File: config.mk
export PLATFORM = sky130hd
export DESIGN_NAME = ap_mult_pipe
export DESIGN_NICKNAME = d
export VERILOG_FILES = /design/src/rtl/ap_mult_pkg.sv /design/src/rtl/ap_mult_pipe_col.sv /design/src/rtl/ap_mult_pipe.sv
export SDC_FILE = /design/constraint.sdc
export NUM_CORES = 1
export LEC_CHECK = 0
export BUFFER_PORTS_ARGS = -buffer_cell sky130_fd_sc_hd__buf_4
export CORE_ASPECT_RATIO = 1.4
export CORE_MARGIN = 3
export CORE_UTILIZATION = 25
export CTS_CLUSTER_SIZE = 25
export DETAILED_ROUTE_END_ITERATION = 10
export PLACE_DENSITY_LB_ADDON = 0.25
export SKIP_CTS_REPAIR_TIMING = 1
export SYNTH_ARGS = -nofsm -noshare
export SYNTH_HDL_FRONTEND = slang
export SYNTH_HIERARCHICAL = 1
export SYNTH_SLANG_ARGS = --single-unit
File: constraint.sdc
create_clock -name clk -period 44.6 [get_ports clk]
set_input_delay 2.23 -clock clk [delete_from_list [all_inputs] [get_ports clk]]
set_output_delay 2.23 -clock clk [all_outputs]
set_load 0.05 [all_outputs]
File: src/rtl/ap_mult_pkg.sv
// Shared definitions for the approximate pipelined multiplier: latency,
// level saturation, the carry-save pair type and a reference model.
package ap_mult_pkg;

    localparam int LAT    = 3;
    localparam int MAX_PW = 64;

    // Carry-save pair sized for the widest product (WIDTH=32)
    typedef struct packed {
        logic [MAX_PW-1:0] sum;
        logic [MAX_PW-1:0] carry;
    } cs_pair_t;

    // Clamp the requested level to the top product column
    function automatic int sat_lvl(input int lvl, input int width);
        return (lvl > 2*width-1) ? 2*width-1 : lvl;
    endfunction

    // Column-by-column model: exact counts at or above k, OR below k
    function automatic logic [63:0] ap_mult_ref(input logic [31:0] a, input logic [31:0] b,
                                                input int k, input int width);
        logic [63:0] r;
        logic [63:0] cnt;
        int          kk;
        kk = sat_lvl(k, width);
        r  = '0;
        for (int c = 0; c < 2*width; c++) begin
            cnt = '0;
            for (int i = 0; i < width; i++) begin
                if (c-i >= 0 && c-i < width)
                    cnt += 64'(a[c-i] & b[i]);
            end
            if (c >= kk)
                r += cnt << c;
            else if (cnt != '0)
                r += 64'(1) << c;
        end
        return r;
    endfunction

endpackage

File: src/rtl/ap_mult_pipe_col.sv
// One product column. Approximate columns collapse to an OR bit and emit no
// carries. Exact columns add their bits to the count arriving from the column
// below, keep bit 0 as the sum, bit 1 as the carry-save carry into the next
// column, and pass the remaining (even) count on up the chain.
module ap_col_compress #(
    parameter int H  = 12,
    parameter int CW = 5
) (
    input  logic [H-1:0]  bits,
    input  logic          is_approx,
    input  logic [CW-1:0] cin,
    output logic          sum_bit,
    output logic          carry_bit,
    output logic [CW-1:0] cout
);

    logic [CW-1:0] tot;

    // Column popcount plus incoming chain count, then split into sum/carry/chain
    always_comb begin
        tot = cin;
        for (int i = 0; i < H; i++)
            tot = tot + CW'(bits[i]);
        if (is_approx) begin
            sum_bit   = |bits;
            carry_bit = 1'b0;
            cout      = '0;
        end else begin
            sum_bit   = tot[0];
            carry_bit = tot[1];
            cout      = {1'b0, tot[CW-1:2], 1'b0};
        end
    end

endmodule

File: src/rtl/ap_mult_pipe.sv
// Pipelined approximate unsigned multiplier with valid/ready on both sides.
// Columns below the captured level k are OR-compressed, the rest are exact.
// Optional feature macro: AP_MULT_ERR_MON_EN (exact-product error monitor).
module ap_mult_pipe
    import ap_mult_pkg::*;
#(
    parameter int WIDTH = 12,
    parameter int LVL_W = $clog2(2*WIDTH)
) (
    input  logic               clk,
    input  logic               rst,
    input  logic               in_valid,
    output logic               in_ready,
    input  logic [WIDTH-1:0]   in_a,
    input  logic [WIDTH-1:0]   in_b,
    input  logic [LVL_W-1:0]   in_lvl,
    output logic               out_valid,
    input  logic               out_ready,
    output logic [2*WIDTH-1:0] out_res,
    output logic [2*WIDTH-1:0] out_err,
    output logic [31:0]        err_cnt
);

    localparam int PW   = 2*WIDTH;
    localparam int NCOL = PW-1;
    localparam int CW   = $clog2(2*WIDTH+1);

    logic [LAT:1]     vld_pipe;
    logic             s1_open, s2_open, s3_open;
    logic             s1_adv, s2_adv;
    logic [WIDTH-1:0] s1_a, s1_b;
    logic [LVL_W-1:0] s1_k, k_sat;
    cs_pair_t         cs_nxt, s2_cs;
    logic [PW-1:0]    res_nxt, s3_res;

    // A stage moves when it holds data and the stage ahead is free or draining
    assign s3_open  = !vld_pipe[3] || out_ready;
    assign s2_adv   = vld_pipe[2] && s3_open;
    assign s2_open  = !vld_pipe[2] || s2_adv;
    assign s1_adv   = vld_pipe[1] && s2_open;
    assign s1_open  = !vld_pipe[1] || s1_adv;
    assign in_ready = !rst && s1_open;

    assign out_valid = vld_pipe[3];
    assign out_res   = s3_res;
    assign k_sat     = LVL_W'(sat_lvl(int'(in_lvl), WIDTH));

    // Valid bits: each follows the stage behind it whenever it is open
    always_ff @(posedge clk) begin
        if (rst) begin
            vld_pipe <= '0;
        end else begin
            if (s1_open) vld_pipe[1] <= in_valid;
            if (s2_open) vld_pipe[2] <= vld_pipe[1];
            if (s3_open) vld_pipe[3] <= vld_pipe[2];
        end
    end

    // S1: capture operands and the clamped level on a handshake only
    always_ff @(posedge clk) begin
        if (in_valid && in_ready) begin
            s1_a <= in_a;
            s1_b <= in_b;
            s1_k <= k_sat;
        end
    end

    // Partial-product columns and one compressor per column
    logic [NCOL-1:0][WIDTH-1:0] col_bits;
    logic [NCOL-1:0]            col_apx, col_sum, col_carry;
    logic [NCOL:0][CW-1:0]      col_cin;
    logic [CW-1:0]              unused_cout;

    assign col_cin[0]  = '0;
    assign unused_cout = col_cin[NCOL];

    for (genvar c = 0; c < NCOL; c++) begin : g_col
        for (genvar i = 0; i < WIDTH; i++) begin : g_pp
            localparam int J = c - i;
            if (J >= 0 && J < WIDTH) begin : g_on
                assign col_bits[c][i] = s1_a[J] & s1_b[i];
            end else begin : g_off
                assign col_bits[c][i] = 1'b0;
            end
        end
        assign col_apx[c] = (c < int'(s1_k));
        ap_col_compress #(.H(WIDTH), .CW(CW)) u_col (
            .bits      (col_bits[c]),
            .is_approx (col_apx[c]),
            .cin       (col_cin[c]),
            .sum_bit   (col_sum[c]),
            .carry_bit (col_carry[c]),
            .cout      (col_cin[c+1])
        );
    end

    // Gather column outputs into the carry-save pair (carry is one column up)
    always_comb begin
        cs_nxt                = '0;
        cs_nxt.sum[NCOL-1:0]  = col_sum;
        cs_nxt.carry[PW-1:1]  = col_carry;
    end

    // S2: register the carry-save pair
    always_ff @(posedge clk) begin
        if (s1_adv) s2_cs <= cs_nxt;
    end

    if (PW < MAX_PW) begin : g_hi
        logic unused_cs_hi;
        assign unused_cs_hi = ^{s2_cs.sum[MAX_PW-1:PW], s2_cs.carry[MAX_PW-1:PW]};
    end

    assign res_nxt = s2_cs.sum[PW-1:0] + s2_cs.carry[PW-1:0];

    // S3: final carry-propagate sum, held while the consumer stalls
    always_ff @(posedge clk) begin
        if (rst)         s3_res <= '0;
        else if (s2_adv) s3_res <= res_nxt;
    end

`ifdef AP_MULT_ERR_MON_EN
    logic [PW-1:0] s2_exact, s3_err;
    logic [31:0]   err_cnt_q;

    // Exact product travels one stage behind the operands, like the CS pair
    always_ff @(posedge clk) begin
        if (s1_adv) s2_exact <= PW'(s1_a) * PW'(s1_b);
    end

    // Error is formed in S3 so it lines up with out_res
    always_ff @(posedge clk) begin
        if (rst)         s3_err <= '0;
        else if (s2_adv) s3_err <= s2_exact - res_nxt;
    end

    // Count delivered results that were inexact, saturating at all ones
    always_ff @(posedge clk) begin
        if (rst)
            err_cnt_q <= '0;
        else if (vld_pipe[3] && out_ready && s3_err != '0 && err_cnt_q != '1)
            err_cnt_q <= err_cnt_q + 32'd1;
    end

    assign out_err = s3_err;
    assign err_cnt = err_cnt_q;
`else
    assign out_err = '0;
    assign err_cnt = '0;
`endif

endmodule

==> metrics.txt <==
HP Class reg -> reg; outcome finished, final reports clean; R2R Path Start s1_a[2]; critical path capture point s2_cs[23]; Ports 115; post-route worst setup slack 5370 ps; worst skew pair latency 400 ps; Tightest Pin Transition 1019 ps; Die X 226.4 um; Die ar. 0.07119 sq mm; gr usage total 12.48%; RSZ-0062 raised after global routing false; register area 0.002793 sq mm; DR iter-0 viols 404; # Max-Cap Violations 0; final RePlAce weighted congestion 0.8147; CP most frequent cell fa_1; site row count 112; Clock Skews 19.57 ps; first-pass GRT wire length 68830 um; global route total overflow 0; final wirelength 42460 um; # diodes 0; via count 12397; layout cells sized above 1 7.051%; flop-to-flop setup slack 5370 ps; DR WL/cell 14.03 um; vias per cell 4.098; synthesized area 0.01700 sq mm; Worst EP arrival 39380 ps; Fin. Hold Viols 0; fill cell count 7102; TritonRoute pass-1 iters 5; DRC viols 0; Starting Density 25.37%; Clock H-tree levels 3; core area 0.06698 sq mm; Num CTS Buffers 9; fin crit share 87.96%; Port Buffers 58; initial antenna violation count 1; highest cell delay on the worst timing path 560 ps; Data required, critical path 44750 ps; Multi-input gate area 0.01309 sq mm; worst-path fanout max 12; CP max-delay cell edfxtp_1; WS Path Type reg -> reg; startpoint types flop; yosys warns 6; setup TNS 0 ps; worst reg2reg path depth 170; vias in the first global route 13219; Final ANT Viol Nets 0; Final Max Tran Viols 0; clock root buffer clkbuf_16; CTS tree yes; Max Fclk 0.02549 GHz; worst rel slew slack 32.10%; average size of a mapped cell 9.054 sq um; Clock Tree Buf Depth 2; Reg clk slew, reported paths 100 ps; RR Endpoint s2_cs[23]; Post-DP HPWL 35090 um; worst slack at placement 5126 ps; crit end category flop; # clock sinks 102; Final #Nets 2603; Area Overhead vs Synth 13.73%; min cycle time layout 39230 ps; Mapped Cells 1877; height of the die 314.5 um; Final setup viols 0; Worst setup startpoint s1_a[2]; largest net degree at the start of global routing 47
layer usage:
| metal | vias up | track usage [%] | wire (um) | part of all wire (%) |
|---|---|---|---|---|
| met2 | 191 | 24.84 | 23840 | 56 |
| met1 | 6014 | 13.16 | 15900 | 37 |
| met4 | 2 | 5.199 | 1603 | 3.8 |
| met5 | - | 0 | 16 | 0.038 |
| met3 | 59 | 1.129 | 1089 | 2.6 |
| li1 | 6131 | - | - | - |
final cells by class:
class                      instances  share of cell area, %
clock inverter                     7                 0.4337
clock buffer                       9                  1.165
tap                              855                  5.535
sequential                       102                  14.45
timing repair buffer              75                  2.913
multi-input combinational       1577                  67.74
inverter                         400                  7.768
flip-flops by register name, summed over array words and instances, names as in the netlist:
signal    count
s1_b         12
out_res      24
s2_cs        46
s1_a         12
s1_k          5
vld_pipe      3
worst max-delay path, delay by kind of cell (launching register included):
| kind | cells | cell delay [ps] |
|---|---|---|
| XOR/XNOR | 20 | 2990 |
| AND/OR/NAND/NOR | 22 | 1940 |
| adder cells (fa/ha/maj) | 86 | 31400 |
| buffers and inverters | 42 | 2110 |
| flip-flops | 1 | 560 |
metrics by stage:
stage / cell area (sq um) / util (%) / instances / hold slack, ps
after floorplan: 18280 / - / 2220 / 470.2
after global placement: 19020 / 28.39 / 3009 / 452.9
after detailed placement: 19020 / 28.39 / 3009 / 448.2
after CTS: 19330 / 28.86 / 3025 / 462.8
after global routing: 19330 / 28.86 / 3025 / 490.9
final: 19330 / 28.86 / 3025 / 462.2
layout by cell type (no fill, tap or decap), types with 4 or more instances in the layout:
cell type,count
nor2_1,80
xor2_1,26
nand2_1,57
o22a_1,11
buf_4,75
xnor2_1,27
a21oi_2,21
nand2b_1,5
clkbuf_16,9
nor2b_1,51
nand4_1,20
inv_1,400
a21boi_0,5
o21bai_1,6
nand3_1,62
a21o_1,49
nor4_1,16
dfxtp_1,27
conb_1,366
nor3_1,17
and2_1,146
o21a_1,15
edfxtp_1,75
nor4b_2,12
and3_1,8
mux2_1,21
a21oi_1,73
nor4_2,22
a31oi_1,4
fa_1,185
o21ai_0,8
ha_1,220
how the worst min path moves through the flow:
stage | start | end | cells after the start
2_1_floorplan | vld_pipe[2] | vld_pipe[3] | 2
3_3_place_gp | out_res[12] | out_res[12] | 2
3_5_place_dp | out_res[12] | out_res[12] | 2
4_1_cts | out_res[12] | out_res[12] | 2
5_1_grt | out_res[12] | out_res[12] | 2
6_report | out_res[0] | out_res[0] | 2
Power is not shown: default switching activity piles up to over one toggle a cycle in this logic, so the estimate is an artifact.
